[src/rtl/flopr_bist_pkg.sv]
// Shared definitions for the flopr_bist self-test controller: FSM states,
// vector-table depth and counter widths.
package flopr_bist_pkg;

    typedef enum logic [2:0] {
        S_IDLE,
        S_RST,
        S_CHKRST,
        S_DRV,
        S_CMP,
        S_DONE
    } state_t;

    localparam int DEPTH  = 10;
    localparam int ERR_W  = 8;
    localparam int VNUM_W = 4;

endpackage

[src/rtl/bist_vec_rom.sv]
// Combinational test-vector table: entry i holds i+1 zero-extended to N bits;
// indices past the table read as zero.
module bist_vec_rom
    import flopr_bist_pkg::*;
#(
    parameter int N = 64
) (
    input  logic [VNUM_W-1:0] idx,
    output logic [N-1:0]      vec
);

    always_comb begin
        vec = '0;
        if (int'(idx) < DEPTH) begin
            vec = N'(idx) + N'(1);
        end
    end

endmodule

[src/rtl/flopr_bist.sv]
// Built-in self-test controller for a resettable register: checks that reset
// clears it, then walks the vector table through it, counting mismatches.
module flopr_bist
    import flopr_bist_pkg::*;
#(
    parameter int N = 64
) (
    input  logic              clk,
    input  logic              reset,
    input  logic              start,
    output logic [N-1:0]      dut_d,
    output logic              dut_reset,
    input  logic [N-1:0]      dut_q,
    output logic              busy,
    output logic              done,
    output logic              pass,
    output logic [ERR_W-1:0]  errors,
    output logic [VNUM_W-1:0] vectornum
);

    localparam logic [VNUM_W-1:0] LAST_VEC = VNUM_W'(DEPTH - 1);

    state_t             state_q;
    logic [ERR_W-1:0]   errors_q;
    logic [ERR_W-1:0]   errors_d;
    logic [VNUM_W-1:0]  vnum_q;
    logic [N-1:0]       vec;
    logic               mismatch_d;
    logic               drive_en;

    // The counter sticks at all-ones so a long failing run never reads as clean.
    function automatic logic [ERR_W-1:0] sat_inc(input logic [ERR_W-1:0] v);
        return (v == '1) ? v : v + ERR_W'(1);
    endfunction

    bist_vec_rom #(
        .N (N)
    ) u_rom (
        .idx (vnum_q),
        .vec (vec)
    );

    always_comb begin
        mismatch_d = 1'b0;
        case (state_q)
            S_CHKRST: mismatch_d = (dut_q != '0);
            S_CMP:    mismatch_d = (dut_q != vec);
            default:  mismatch_d = 1'b0;
        endcase
    end

    assign errors_d = mismatch_d ? sat_inc(errors_q) : errors_q;

    always_ff @(posedge clk) begin
        if (reset) begin
            state_q  <= S_IDLE;
            errors_q <= '0;
            vnum_q   <= '0;
        end else begin
            case (state_q)
                S_IDLE, S_DONE: begin
                    if (start) begin
                        state_q  <= S_RST;
                        errors_q <= '0;
                        vnum_q   <= '0;
                    end
                end
                S_RST: begin
                    state_q <= S_CHKRST;
                end
                S_CHKRST: begin
                    errors_q <= errors_d;
                    vnum_q   <= '0;
                    state_q  <= S_DRV;
                end
                S_DRV: begin
                    state_q <= S_CMP;
                end
                S_CMP: begin
                    errors_q <= errors_d;
                    if (vnum_q == LAST_VEC) begin
                        state_q <= S_DONE;
                    end else begin
                        vnum_q  <= vnum_q + VNUM_W'(1);
                        state_q <= S_DRV;
                    end
                end
                default: begin
                    state_q <= S_IDLE;
                end
            endcase
        end
    end

    // Data is presented in DRV and held through CMP so the register under
    // test has captured it by the time the comparison happens.
    assign drive_en  = (state_q == S_DRV) || (state_q == S_CMP);
    assign dut_d     = drive_en ? vec : '0;
    assign dut_reset = reset || (state_q == S_RST);

    assign busy      = (state_q == S_RST) || (state_q == S_CHKRST) || drive_en;
    assign done      = (state_q == S_DONE);
    assign pass      = done && (errors_q == '0);
    assign errors    = errors_q;
    assign vectornum = vnum_q;

endmodule

[config.mk]
export PLATFORM = sky130hd
export DESIGN_NAME = flopr_bist
export DESIGN_NICKNAME = d
export VERILOG_FILES = /design/src/rtl/flopr_bist_pkg.sv /design/src/rtl/bist_vec_rom.sv /design/src/rtl/flopr_bist.sv
export SDC_FILE = /design/constraint.sdc
export NUM_CORES = 1
export LEC_CHECK = 0
export ABC_CLOCK_PERIOD_IN_PS = 4500
export BUFFER_PORTS_ARGS = -buffer_cell sky130_fd_sc_hd__buf_2
export CAP_MARGIN = 20
export CORE_ASPECT_RATIO = 0.5
export CORE_MARGIN = 2
export CORE_UTILIZATION = 40
export CTS_CLUSTER_SIZE = 40
export DETAILED_ROUTE_END_ITERATION = 12
export PLACE_DENSITY = 0.71
export SETUP_SLACK_MARGIN = 0.4
export SYNTH_ARGS = -nofsm -noshare
export SYNTH_HDL_FRONTEND = slang
export SYNTH_HIERARCHICAL = 1
export SYNTH_SLANG_ARGS = --single-unit
[constraint.sdc]
create_clock -name clk -period 4.5 [get_ports clk]
set_clock_uncertainty 0.2 [all_clocks]
set_input_delay 0.45 -clock clk [delete_from_list [all_inputs] [get_ports clk]]
set_output_delay 0.45 -clock clk [all_outputs]
set_load 0.005 [all_outputs]
* Word level (Yosys, flattened, before mapping)
Index checks and enable logic that the tools add are counted.
** Storage, ports and cells
- Output and inout port bits :: 80
- Logic and storage cells :: 46
- Bits in registers :: 15
** Cells by class
- Equality and inequality tests :: 12
- Reductions and logical operators :: 14
- Mux-type cells :: 13
- $add $sub $neg :: 3
- Order comparisons :: 1
** Operator list (number)
- $mux 64 :: 2
- $ne 64x64->1 :: 1
- $reduce_bool 64->1 :: 1
- $mux 8 :: 3
- $pmux 8 s2 :: 1
- $pmux 3 s5 :: 1
- $pmux 4 s3 :: 1
- $add 8x1->8 const B :: 1
- $eq 8x8->1 const B :: 1
- $logic_not 8->1 :: 1
- $mux 4 :: 2
- $eq 3x2->1 const B :: 2
- $eq 3x3->1 const B :: 2
- $mux 3 :: 2
- $ne 2x2->1 const B :: 3
- $add 4x1->5 const B :: 1
- $add 4x1->4 const B :: 1
- $eq 4x4->1 const B :: 1
- $logic_or 1x1->1 :: 4
- $lt 4x4->1 const B :: 1
- $reduce_and 4->1 :: 1
- $reduce_or 2->1 :: 2
- $eq 3x1->1 const B :: 1
- $logic_not 3->1 :: 1
- other kinds (6) :: 6

* Logic depth before layout (Yosys ltp)
Gate-level depths: netlist of the first run.
- Depth in word-level cells :: 6
- Depth in mapped cells :: 10

* Hierarchy
Netlist of the first run, hierarchy kept.
** Modules (own cells, without submodules)
- flopr_bist :: sequential area each 300.3 µm², area an instance 2302.2 µm², cells each 305, instances 1
- bist_vec_rom :: sequential area each 0.0 µm², area an instance 534.3 µm², cells each 71, instances 1

* Worst setup path before layout of the first run
OpenSTA, ideal clock, no wires.
- Kind :: flip-flop to flip-flop
- Start point :: reg vnum_q[1] (netlist: vectornum[1])
- End point :: reg errors_q[0] (netlist: errors[0])
- Library setup time :: 0.121 ns
- Cell stages (with the launch flop) :: 10
- Data arrival time :: 2.360 ns
- Setup slack :: 1.819 ns
- Path through :: dfxtp_1 -> ha_1 -> and2_1 -> xor2_1 -> nor4_1 -> nand4_1 -> nor4_4 -> o21a_1 -> buf_6 -> mux2_4
** Between the ends
- Cells in the longest elaborated chain, start to end :: 6
- Elaborated cells between the ends (all ways) :: 7
** Ends and longest elaborated chain
- start, declared :: line flopr_bist.sv:26 : logic [VNUM_W-1:0] vnum_q;
- start signal, assigned :: line flopr_bist.sv:84 : vnum_q <= vnum_q + VNUM_W'(1);
- $add 4x1->5 or $lt 4x4->1 (tied branches) :: line bist_vec_rom.sv:15, bist_vec_rom.sv:14
- $mux 64 (*) :: line bist_vec_rom.sv:14 : if (int'(idx) < DEPTH) begin
- named net vec[1] :: line flopr_bist.sv:27 : logic [N-1:0] vec;
- $ne 64x64->1 (*) :: line flopr_bist.sv:47 : S_CMP: mismatch_d = (dut_q != vec);
- $pmux 1 s2 (*) :: line flopr_bist.sv:45 : case (state_q)
- $ne 2x1->1 (no source line) (*)
- $reduce_and 4->1 (no source line) (*)
- end signal, assigned :: line flopr_bist.sv:72 : errors_q <= errors_d;
- end signal, assigned :: line flopr_bist.sv:80 : errors_q <= errors_d;
- end, declared :: line flopr_bist.sv:24 : logic [ERR_W-1:0] errors_q;
The timed path passes the listed nets; every way through them passes the cells marked *.
A chain may end at the register's enable or synchronous reset.

* Final worst setup path of the first run
Ends and elaborated chain as after synthesis.

==> results of run 1 <==
## cell families after synthesis
group	count (synthesis)	share of synthesized area, %
flops	15	10.6
mux	3	1.23
simple gates	168	36.6
buf+inv	84	19.4
fa+ha+maj	5	2.21
compound gates	35	9.75
other cells	1	0.132
xor+xnor	65	20.1
## metal layers
layer  routed length (µm)  vias up  global-route usage [%]  share of wire, %
met5                    0        -                       0                 0
met4                   95        0                    5.26               1.2
met3                  356        7                    1.90               4.6
met2                 3780       79                    33.6                49
met1                 3540     1185                    26.8                46
li1                     -     1350                       -                 -
## registers in the layout (all words and copies together) (netlist names)
| register | cells |
|---|---|
| state_q | 3 |
| errors | 8 |
| vectornum | 4 |
## Yosys cell counts, types with 2 or more instances
cell type  instances
a21o_1             4
a21oi_1            5
a311oi_1           2
a31oi_4            2
and2_1            65
and3_1             5
buf_2              2
buf_4             60
clkbuf_1          10
dfxtp_1           15
ha_1               5
inv_1             10
mux2i_1            2
nand2_1           10
nand2b_1           3
nand3b_1           6
nand4_1            9
nor2_1            19
nor3_1             4
nor4_1            32
o21ai_0            4
o21ai_1            2
o22ai_1            5
o32ai_1            7
or4b_2             5
xor2_1            64
## cell type report
class | count | area, µm²
Clock buffer | 4 | 78.8
Fill cell | 721 | 3590
Inverter | 11 | 41.3
Multi-Input combinational cell | 336 | 2220
Sequential cell | 15 | 300
Tap cell | 92 | 115
Timing Repair Buffer | 87 | 438
## tightest hold or removal path, delay by kind of cell (launching register included)
family                 cells  cell delay, ps
DFF                        1             340
buffers and inverters      1              60
AOI/OAI and AO/OA          1              70
## cells in the final DEF, fill, tap and decap left out, types with 2 or more instances in the layout
cell type and count:
or4b_2 5, ha_1 5, and2_1 65, nand3b_1 6, a31oi_4 2, o21ai_0 4
dfxtp_1 15, conb_1 60, a311oi_1 2, mux2i_1 2, nor3_1 4, o32ai_1 7
nand2_1 10, a21oi_1 5, nor4_1 32, inv_1 10, o22ai_1 5, nand2b_1 3
nor2_1 19, clkbuf_16 3, nand4_1 9, and3_1 5, a21o_1 4, xor2_1 64
buf_2 86
## through the flow
stage	area [µm²]	hold slack [ps]	cells
CTS	3190	324	545
finish	3190	327	545
global placement	3110	313	541
global route	3190	361	545
detailed placement	3110	316	541
floorplan	3060	305	435
## worst paths after layout
check / start / to / slack, ps / cells after the start
max: vectornum[1] / errors[0] / 1290 / 8
min: errors[4] / errors[4] / 330 / 2
max reg2reg: vectornum[1] / errors[0] / 1290 / 8
min reg2reg: errors[4] / errors[4] / 330 / 2
## where the power goes
| group | total, µW | internal [µW] | switching (µW) |
|---|---|---|---|
| clock | 176 | 120 | 55.8 |
| sequential | 143 | 136 | 6.71 |
| combinational | 211 | 87.4 | 124 |
==> flow_summary.ini, run 1 <==
[floorplan]
die_area_mm2 = 0.00782
die_width_um = 123
core_area_mm2 = 0.00678
die_h_um = 63.5
num_io_pins = 147
floorplan.initialDensity_pct = 41.8
std_cell_rows = 21

[timing]
setup-violations-final = 0
worstMarginPinSlew_ps = 568
hold_violations = 0
slew_viol_final = 0
rsz0062_at_grt = false
final.min_clock_period_ps = 3210
fin_crit_sh_pct = 71.4
max_freq_mhz = 311
setup_ws_ps = 1290
relSlewSlack_pct = 62.0
fin_tns_setup_ps = 0

[pwr]
total_power_uw = 530
power.density_mw_per_mm2 = 166
leakage_uw = 0.00151
ir_drop_v = 0.000110

[setup_path]
endpoint_kind = flip-flop
crit_path_max_incr_delay_ps = 520
arrival_ps = 3150
start_kind = flip-flop
path_class = flip-flop to flip-flop
cpLargestDelayFamily = simple AND/OR/NAND/NOR gates
critPathMaxFanout = 10
cp_cell_sequence = ha_1 -> and2_1 -> xor2_1 -> nor4_1 -> nand4_1 -> nor4_4 -> o21a_1 -> mux2_4
path_buf_inv = 0
slowest_stage = nor4_4
required_ps = 4430

[final_layout]
final_net_count = 526
areaGrowthSynthToFinish_pct = 12.5
fin_util_pct = 47.1
final_layout_size_suffix_gt1_share_pct = 23.4
antennaDiodeCount = 0

[global_route]
grt_pass1_vias = 2542
grt_usage_pct = 19.8
overflow = 0
grt_pass1_wl_mm = 12.3
grt_max_degree = 37
grt_antenna_before_repair = 0

[run]
drv_cap = 0

[cts]
cts_resized = 0
cts_tree = yes
cts_buffers = 3
clk_latency_ps = 250
cts-root-buf = clkbuf_16
htree_levels = 1
clkTransAtPathRegs_ps = 50
cts.sinks = 15
cts_setup_buffers = 0
cts_hold_buf = 0
clockBufferDepth = 2

[synth]
yosysUniqueCellTypes = 45
yosysSeqAreaShare_pct = 10.6
ys.flop_type = dfxtp_1
ys_seq_elements = 15
syn_inst = 376
yosysTopAreaCell = xor2_1
synth_edf_count = 0
synth_async_sr_flop_share_pct = 0
syn_area_mm2 = 0.00284
synth_top_area_share_pct = 19.8
synth.area.top_cells = xor2_1, buf_4, and2_1
yosys_warnings = 6
syn_area_per_cell_um2 = 7.54

[route]
avgViaCountPerCell = 4.81
route.detailed.drc = 0
antenna_left = 0
avgRoutedWirePerCell_um = 14.3
drt-total-wl_mm = 7.78
dr.first_iter.drc_count = 150
num_vias = 2621
firstDrtPassIters = 4

[place]
hpwlAfterDp_mm = 6.60
gp_congestion = 0.820
portBuffers = 86
place_ws_ps = 1300

[hold_path]
min_path_type = flip-flop to flip-flop

[run_status]
status = finished clean
No activity file was read; power rests on OpenSTA's default activity.
==> inputs of run 2 (changes only) <==
--- a/config.mk
+++ b/config.mk
@@ -5,7 +5,7 @@
 export SDC_FILE = /design/constraint.sdc
 export NUM_CORES = 1
 export LEC_CHECK = 0
-export ABC_CLOCK_PERIOD_IN_PS = 4500
+export ABC_CLOCK_PERIOD_IN_PS = 2800
 export BUFFER_PORTS_ARGS = -buffer_cell sky130_fd_sc_hd__buf_2
 export CAP_MARGIN = 20
 export CORE_ASPECT_RATIO = 0.5
@@ -13,7 +13,7 @@
 export CORE_UTILIZATION = 40
 export CTS_CLUSTER_SIZE = 40
 export DETAILED_ROUTE_END_ITERATION = 12
-export PLACE_DENSITY = 0.71
+export PLACE_DENSITY = 0.74
 export SETUP_SLACK_MARGIN = 0.4
 export SYNTH_ARGS = -nofsm -noshare
 export SYNTH_HDL_FRONTEND = slang
==> constraint.sdc (replaced) <==
create_clock -name clk -period 2.8 [get_ports clk]
set_clock_uncertainty 0.2 [all_clocks]
set_input_delay 0.28 -clock clk [delete_from_list [all_inputs] [get_ports clk]]
set_output_delay 0.28 -clock clk [all_outputs]
set_load 0.005 [all_outputs]
==> flow_summary.ini, run 2 (same netlist as run 1, synthesis figures left out) <==
[run_status]
status = finished clean

[floorplan]
core_area_mm2 = 0.00678
die_area_mm2 = 0.00782
num_io_pins = 147
die_h_um = 63.5
die_width_um = 123
std_cell_rows = 21
floorplan.initialDensity_pct = 41.8

[setup_path]
critPathMaxFanout = 8
required_ps = 2730
r2r_start = vectornum[1]
regToRegEndpoint = errors[0]
start_kind = flip-flop
reg2reg_depth = 8
arrival_ps = 2380
rrSetupSlack_ps = 350
endpoint_kind = flip-flop
path_class = flip-flop to flip-flop

[cts]
cts_hold_buf = 0
cts-root-buf = clkbuf_16
cts_buffers = 3
cts.sinks = 15
clk_latency_ps = 250
clkTransAtPathRegs_ps = 50
cts_tree = yes
clockBufferDepth = 2
htree_levels = 1

[global_route]
grt_max_degree = 55
grt_pass1_wl_mm = 12.0
grt_usage_pct = 19.5
overflow = 0
grt_pass1_vias = 2506
grt_antenna_before_repair = 0

[route]
route.detailed.drc = 0
drt-total-wl_mm = 7.95
num_vias = 2720
dr.first_iter.drc_count = 143
antenna_left = 0
avgRoutedWirePerCell_um = 14.3
avgViaCountPerCell = 4.89
firstDrtPassIters = 4

[final_layout]
num-fill-cells = 671
fin_util_pct = 50.2
antennaDiodeCount = 0
areaGrowthSynthToFinish_pct = 20.1
final_net_count = 537
layout_common_cells = buf_2, and2_1, xor2_1
largest_register_ffs = 8
final_common_cell = buf_2
final_cells = 556
final_layout_size_suffix_gt1_share_pct = 28.7

[timing]
worstMarginPinSlew_ps = 594
max_freq_mhz = 408
relSlewSlack_pct = 60.4
slew_viol_final = 0
fin_tns_setup_ps = 0
hold_violations = 0
fin_crit_sh_pct = 87.5
rsz0062_at_grt = true
setup-violations-final = 0
final.min_clock_period_ps = 2450

[pwr]
leakage_uw = 0.00159
total_power_uw = 879
ir_drop_v = 0.000165
power.density_mw_per_mm2 = 258

[hold_path]
hold_path_end = state_q[0]
min_path_cells = 3
min_path_type = input port to flip-flop
hp-start = start

[place]
portBuffers = 86
gp_congestion = 0.901
dp.cells = 544
hpwlAfterDp_mm = 6.38

[run]
drv_cap = 0
-- run 2: power breakdown --
part | leakage [µW] | internal (µW) | switching (µW)
Sequential | 0.000125 | 215 | 11.6
Clock | 0.0000382 | 193 | 89.5
Combinational | 0.00143 | 156 | 214
-- run 2: stage by stage --
| stage | worst slack [ps] | area [µm²] | hold WS (ps) |
|---|---|---|---|
| after global routing | 228 | 3410 | 241 |
| after CTS | 402 | 3310 | 190 |
| after detailed placement | 224 | 3170 | 313 |
| after global placement | 261 | 3170 | 308 |
| after floorplan | 381 | 3090 | 261 |
| final | 351 | 3410 | 204 |
-- run 2: critical path, cell delays in order (launching register included) --
cell and delay (ps):
dfxtp_4 380, o21ai_4 170, nor2b_4 170, xor2_1 80, nor4_1 240, nand4_1 210
nor4_4 380, o21a_1 210, mux2_4 310
-- run 2: area by class of cell --
cell class                 count  area [µm²]  area share (%)
tap                           92         115            3.38
multi-input combinational    336        2330            68.3
clock buffer                   4        78.8            2.31
timing repair buffer          98         528            15.5
inverter                      11        41.3            1.21
sequential                    15         315            9.26
-- run 2: metal layers --
metal | GRT usage (%) | up-vias | part of all wire (%)
li1 | - | 1377 | -
met1 | 23.5 | 1269 | 42
met2 | 36.6 | 64 | 53
met3 | 1.63 | 10 | 3.6
met4 | 5.68 | 0 | 1.5
met5 | 0 | - | 0
-- run 2: what timing repair did --
| item | in CTS | in global routing |
|---|---|---|
| setup endpoints to repair | 8 | 8 |
| buffers inserted | 3 | 5 |
| resized for setup | 7 | 9 |
| pin swaps | 3 | 11 |
-- run 2: how the worst max path moves through the flow --
stage | depth (start not counted) | startpoint | to
floorplan | 10 | vectornum[0] | errors[0]
global placement | 7 | dut_q[7] | errors[0]
detailed placement | 7 | dut_q[7] | errors[0]
CTS | 8 | vectornum[1] | errors[0]
global route | 9 | vectornum[1] | errors[1]
finish | 8 | vectornum[1] | errors[0]
